[config.mk]
export PLATFORM = sky130hd
export DESIGN_NAME = i2s_stereo_rx
export DESIGN_NICKNAME = d
export VERILOG_FILES = /design/src/rtl/i2s_pkg.sv /design/src/rtl/i2s_sck_gen.sv /design/src/rtl/i2s_stereo_rx.sv
export SDC_FILE = /design/constraint.sdc
export NUM_CORES = 1
export LEC_CHECK = 0
export ABC_CLOCK_PERIOD_IN_PS = 2700
export CELL_PAD_IN_SITES_DETAIL_PLACEMENT = 2
export CELL_PAD_IN_SITES_GLOBAL_PLACEMENT = 2
export CORE_MARGIN = 4
export CORE_UTILIZATION = 38
export CTS_BUF_LIST = sky130_fd_sc_hd__clkbuf_4
export DETAILED_ROUTE_END_ITERATION = 10
export PLACE_DENSITY_LB_ADDON = 0.1
export RECOVER_POWER = 100
export SLEW_MARGIN = 0
export SYNTH_ARGS = -nofsm -noshare
export SYNTH_HDL_FRONTEND = slang
export SYNTH_SLANG_ARGS = --single-unit
[constraint.sdc]
create_clock -name clk -period 2.7 [get_ports clk]
set_input_delay 0.81 -clock clk [delete_from_list [all_inputs] [get_ports clk]]
set_output_delay 0.81 -clock clk [all_outputs]
set_load 0.005 [all_outputs]
[src/rtl/i2s_pkg.sv]
// i2s_pkg: shared slot type, default frame layout and limits for the I2S receiver
package i2s_pkg;
  localparam int I2S_DATA_SIZE = 24;
  localparam int I2S_MAX_SLOT_BITS = 64;
  typedef enum logic {I2S_LEFT = 1'b0, I2S_RIGHT = 1'b1} i2s_slot_e;
  typedef struct packed {
    logic [I2S_DATA_SIZE-1:0] left;
    logic [I2S_DATA_SIZE-1:0] right;
  } i2s_frame_t;
endpackage

[src/rtl/i2s_sck_gen.sv]
// i2s_sck_gen: bit-clock divider producing SCK plus rise/fall strobes, idle while disabled or in reset
module i2s_sck_gen
  import i2s_pkg::*;
#(
  parameter int CLK_DIV = 4
) (
  input  logic clk,
  input  logic rst,
  input  logic en,
  output logic sck,
  output logic rise_stb,
  output logic fall_stb
);
  localparam int DW = $clog2(CLK_DIV);
  logic          run;
  logic [DW-1:0] div_cnt_q, div_cnt_d;
  logic          sck_q, sck_d;
  // strobes fire in the cycle whose closing edge updates sck
  always_comb begin
    run = en && !rst;
    rise_stb = run && div_cnt_q == DW'(CLK_DIV/2-1);
    fall_stb = run && div_cnt_q == DW'(CLK_DIV-1);
    div_cnt_d = (!run || fall_stb) ? '0 : div_cnt_q + DW'(1);
    sck_d = !run ? 1'b0 : rise_stb ? 1'b1 : fall_stb ? 1'b0 : sck_q;
  end
  // divider state
  always_ff @(posedge clk) begin
    if (rst) begin
      div_cnt_q <= '0;
      sck_q <= 1'b0;
    end else begin
      div_cnt_q <= div_cnt_d;
      sck_q <= sck_d;
    end
  end
  assign sck = sck_q;
endmodule

[src/rtl/i2s_stereo_rx.sv]
// i2s_stereo_rx: I2S master receiver with valid/ready output; I2S_RX_OVERRUN_CNT_EN adds overrun_cnt
module i2s_stereo_rx
  import i2s_pkg::*;
#(
  parameter int DATA_SIZE = 24,
  parameter int SLOT_BITS = 32,
  parameter int CLK_DIV   = 4
) (
  input  logic                 clk,
  input  logic                 rst,
  input  logic                 en,
  input  logic                 i2s_sd,
  output logic                 i2s_sck,
  output logic                 i2s_ws,
  output logic [DATA_SIZE-1:0] out_left,
  output logic [DATA_SIZE-1:0] out_right,
  output logic                 out_valid,
  input  logic                 out_ready,
  output logic                 overrun,
  input  logic                 overrun_clr
`ifdef I2S_RX_OVERRUN_CNT_EN
  ,
  output logic [15:0]          overrun_cnt
`endif
);
  localparam int BW = $clog2(2*SLOT_BITS);
  logic                 rise_stb, fall_stb;
  logic [BW-1:0]        bit_idx_q, bit_idx_d, pos;
  i2s_slot_e            ws_q, ws_d;
  logic [DATA_SIZE-1:0] left_sr_q, left_sr_d, right_sr_q, right_sr_d, right_word;
  logic [DATA_SIZE-1:0] out_left_q, out_left_d, out_right_q, out_right_d;
  logic                 out_valid_q, out_valid_d, overrun_q, overrun_d;
  logic                 cap, complete, load, drop;
  i2s_sck_gen #(.CLK_DIV(CLK_DIV)) u_sck_gen (
    .clk(clk), .rst(rst), .en(en), .sck(i2s_sck), .rise_stb(rise_stb), .fall_stb(fall_stb)
  );
  // bit position, slot capture (position 0 is the Philips one-bit delay) and output handshake
  always_comb begin
    pos = (ws_q == I2S_RIGHT) ? bit_idx_q - BW'(SLOT_BITS) : bit_idx_q;
    cap = rise_stb && pos != '0 && pos <= BW'(DATA_SIZE);
    bit_idx_d = !en ? '0 : !fall_stb ? bit_idx_q : (bit_idx_q == BW'(2*SLOT_BITS-1)) ? '0 : bit_idx_q + BW'(1);
    ws_d = i2s_slot_e'(bit_idx_d >= BW'(SLOT_BITS));
    right_word = {right_sr_q[DATA_SIZE-2:0], i2s_sd};
    left_sr_d = (cap && ws_q == I2S_LEFT) ? {left_sr_q[DATA_SIZE-2:0], i2s_sd} : left_sr_q;
    right_sr_d = (cap && ws_q == I2S_RIGHT) ? right_word : right_sr_q;
    complete = cap && ws_q == I2S_RIGHT && pos == BW'(DATA_SIZE);
    load = complete && (!out_valid_q || out_ready);
    drop = complete && out_valid_q && !out_ready;
    out_left_d = load ? left_sr_q : out_left_q;
    out_right_d = load ? right_word : out_right_q;
    out_valid_d = load || (out_valid_q && !out_ready);
    overrun_d = drop || (overrun_q && !overrun_clr);
  end
  // receiver state
  always_ff @(posedge clk) begin
    if (rst) begin
      bit_idx_q <= '0;
      ws_q <= I2S_LEFT;
      left_sr_q <= '0;
      right_sr_q <= '0;
      out_left_q <= '0;
      out_right_q <= '0;
      out_valid_q <= 1'b0;
      overrun_q <= 1'b0;
    end else begin
      bit_idx_q <= bit_idx_d;
      ws_q <= ws_d;
      left_sr_q <= left_sr_d;
      right_sr_q <= right_sr_d;
      out_left_q <= out_left_d;
      out_right_q <= out_right_d;
      out_valid_q <= out_valid_d;
      overrun_q <= overrun_d;
    end
  end
`ifdef I2S_RX_OVERRUN_CNT_EN
  logic [15:0] cnt_q, cnt_d;
  // saturating dropped-frame count; a drop in the clear cycle still counts
  always_comb cnt_d = drop ? ((cnt_q == 16'hFFFF) ? cnt_q : cnt_q + 16'd1) : overrun_clr ? 16'd0 : cnt_q;
  // counter register
  always_ff @(posedge clk) cnt_q <= rst ? 16'd0 : cnt_d;
  assign overrun_cnt = cnt_q;
`endif
  assign i2s_ws = ws_q;
  assign out_left = out_left_q;
  assign out_right = out_right_q;
  assign out_valid = out_valid_q;
  assign overrun = overrun_q;
endmodule

==> impl_metrics.csv <==
group,metric,value,unit
placed_design,preCtsSetupSlack,115,ps
clock_tree,cts_buffer_depth,2,
finish,drive_above_1_share,15.3,%
sta,skew,19.5,ps
finish,area.sequential,2120,µm²
finish,final_common_cell,"dfxtp_1",
finish,fill_cells,1176,
pwr,vdd_ir_drop_max,0.000231,V
synthesis,synth_compound_area_share,2.91,%
sta,final_hold_viol_count,0,
synthesis,netlist_area,4310,µm²
route,dr.first_iter.drc_count,86,
pwr,p_leak,0.00230,µW
clock_tree,cts_hold_buf,0,
clock_tree,numClockSinks,106,
sta,period_share,91.4,%
setup_path,required,3050,ps
synthesis,synthArstFlopShare,0,%
min_path,min_delay_path_depth,1,
setup_path,r2r_start,"bit_idx_q[0]$_SDFF_PP0_",
placed_design,routabilityCongestion,0.717,
setup_path,startpoint,"en",
synthesis,postSynthAreaPerCell,11.5,µm²
finish,final_cell_mix,"dfxtp_1, nor2b_1, dlygate4sd3_1",
setup_path,setup.worst_path.class,"in2reg",
placed_design,portBuffers,57,
global_routing,grt.total_usage,14.9,%
clock_tree,cts_resized,0,
setup_path,r2r_slack,400,ps
synthesis,synthTopCellsByArea,"dfxtp_1, mux2_2, nor2b_1, mux2i_1, mux2_4",
finish,area_growth,16.8,%
pwr,p_per_area,484,nW/µm²
sta,fin_hold_ws,483,ps
sta,maxSlewHeadroom,49.9,%
global_routing,grt_max_degree,81,
synthesis,yosys.area_share.simple,17.2,%
finish,n_antenna_cell,0,
clock_tree,clk_pin_slew,150,ps
sta,period_minus_slack,2470,ps
finish,final_util,45.8,%
route,drt-wirelength-per-cell,15.8,µm
synthesis,synthMuxAreaShare,25.0,%
global_routing,grt_pass1_vias,3072,
synthesis,ys_types,36,
synthesis,synth-main-ff-cell,"dfxtp_1",
synthesis,synthXorXnorAreaFrac,0.407,%
route,vias,2765,
clock_tree,post_cts_buffers,0,
synthesis,syn_nets,384,
floorplan,initial_core_util,39.2,%
synthesis,syn_inst,374,
synthesis,ys_warn_count,0,
synthesis,synth_top_area_share,49.3,%
setup_path,slowest_stage,"dlygate4sd3_1",
sta,final_max_slew_viol_count,0,
route,wirelength,9020,µm
outcome,status,"complete, no violations",
sta,worst_slack,232,ps
setup_path,slowest_delay,580,ps
setup_path,reg2reg_depth,6,
min_path,hold_path.startpoint,"u_sck_gen.div_cnt_q[0]$_SDFF_PP0_",
route,postRouteAntennaNets,0,
placed_design,dp_hpwl,6150,µm
sta,fmax,405,MHz
route,drtPass1Iterations,4,
finish,fin_nets,436,
global_routing,overflow,0,
sta,setup_tns,0,ps
floorplan,die_w,114,µm
synthesis,synth-seq-cells,106,
floorplan,die_area,13100,µm²
sta,setup_viol,0,
sta,rsz0062_at_grt,"false",
sta,worstMarginPinSlew,752,ps
floorplan,core_area,11000,µm²
min_path,hold_class,"reg2reg",
global_routing,antenna_found_initial,0,
clock_tree,cts_max_level,3,
finish,multi_input_area,1940,µm²
synthesis,synth_top_family_by_area,"multiplexers",
clock_tree,cts_buffers,9,
floorplan,die_h,114,µm
setup_path,crit_fanout,39,
global_routing,grt_pass1_wl,15600,µm
route,drcViolationCount,0,
route,via_per_inst,4.84,
clock_tree,clk-insertion-delay-late,460,ps
floorplan,num_io_pins,58,
setup_path,startpoint_type,"primary input",
setup_path,worstReg2RegEnd,"out_left[14]$_SDFFE_PP0P_",
synthesis,seq_area_frac_synth,49.3,%
clock_tree,cts_tree,"yes",
min_path,min_to,"u_sck_gen.div_cnt_q[0]$_SDFF_PP0_",
synthesis,synth_edf_count,0,
synthesis,synth_top_area_cell,"dfxtp_1",
clock_tree,clockRootBuffer,"clkbuf_4",
floorplan,rows,38,
setup_path,endpoint_kind,"register",
job,cap_violations,0,
synthesis,synth_fa_ha_area_share,1.16,%
setup_path,path_cells,"dlygate4sd3_1 > and4b_1 > nand3b_1 > clkbuf_4 > mux2_2",
setup_path,cp_data_arrival_time,2810,ps
==> where the power goes <==
group / switching, µW / internal [µW]
clock network: 522 / 293
registers: 1.36 / 1570
logic: 29.8 / 19.0
==> worst max-delay path by stage <==
stage,slack (ps),depth (start not counted),endpoint
2_1_floorplan,550,6,out_left[20]$_SDFFE_PP0P_
3_3_place_gp,160,5,left_sr_q[3]$_SDFFE_PP0P_
3_5_place_dp,120,5,left_sr_q[0]$_SDFFE_PP0P_
4_1_cts,380,1,i2s_ws
5_1_grt,170,5,out_right[21]$_SDFFE_PP0P_
6_report,230,5,out_left[14]$_SDFFE_PP0P_
==> final cells by class <==
| class | count | share of cell area, % |
|---|---|---|
| Tap cell | 140 | 3.48 |
| Timing Repair Buffer | 64 | 12.4 |
| Inverter | 8 | 0.597 |
| Clock inverter | 6 | 1.29 |
| Sequential cell | 106 | 42.2 |
| Clock buffer | 10 | 1.49 |
| Multi-Input combinational cell | 237 | 38.6 |
==> cell usage after synthesis (2+ instances only) <==
library cell,count
o211ai_1,2
nor3_1,3
mux2i_1,35
xor2_1,2
a21oi_1,4
mux2_4,16
clkbuf_1,12
ha_1,4
nor2_1,6
nand3_1,4
nand2b_1,36
buf_6,3
mux2_2,43
and4b_1,2
o21ai_0,2
dfxtp_1,106
nand2_1,5
nor2b_1,60
inv_1,8
buf_2,5
==> metal layers <==
metal	part of all wire, %	vias up	global-route usage, %
met5	0	-	0
met1	45	1356	18.2
met4	1.0	0	3.33
met3	3.7	9	4.02
li1	-	1358	-
met2	50	42	26.0
==> state kept, by name, indices dropped and copies added, names as in the netlist <==
| register | flops |
|---|---|
| out_left | 24 |
| out_right | 24 |
| bit_idx_q | 6 |
| u_sck_gen.div_cnt_q | 2 |
| out_valid | 1 |
| overrun | 1 |
| u_sck_gen.sck | 1 |
| left_sr_q | 24 |
| right_sr_q | 23 |
==> worst max-delay path: cells and delay by family <==
| family | cells | cell delay, ps |
|---|---|---|
| buffers and inverters | 2 | 1160 |
| multiplexers | 1 | 410 |
| AND/OR/NAND/NOR | 2 | 400 |
==> cell families (layout without fill, tap and decap cells) <==
family / Yosys count / after routing
adders and majority gates: 4 / 4
muxes: 94 / 94
xor gates and xnor gates: 2 / 2
buffers and inverters: 31 / 88
DFF: 106 / 106
AOI/OAI and AO/OA: 16 / 16
and+or+nand+nor: 121 / 121
==> per-stage QoR <==
| stage | cells | power [µW] | area, µm² |
|---|---|---|---|
| global placement | 555 | 1650 | 4980 |
| detailed placement | 555 | 1650 | 4980 |
| CTS | 571 | 2490 | 5120 |
| global route | 571 | 2560 | 5030 |
| finish | 571 | 2430 | 5030 |
| floorplan | 374 | 1630 | 4310 |
(Power assumes the default switching activity.)
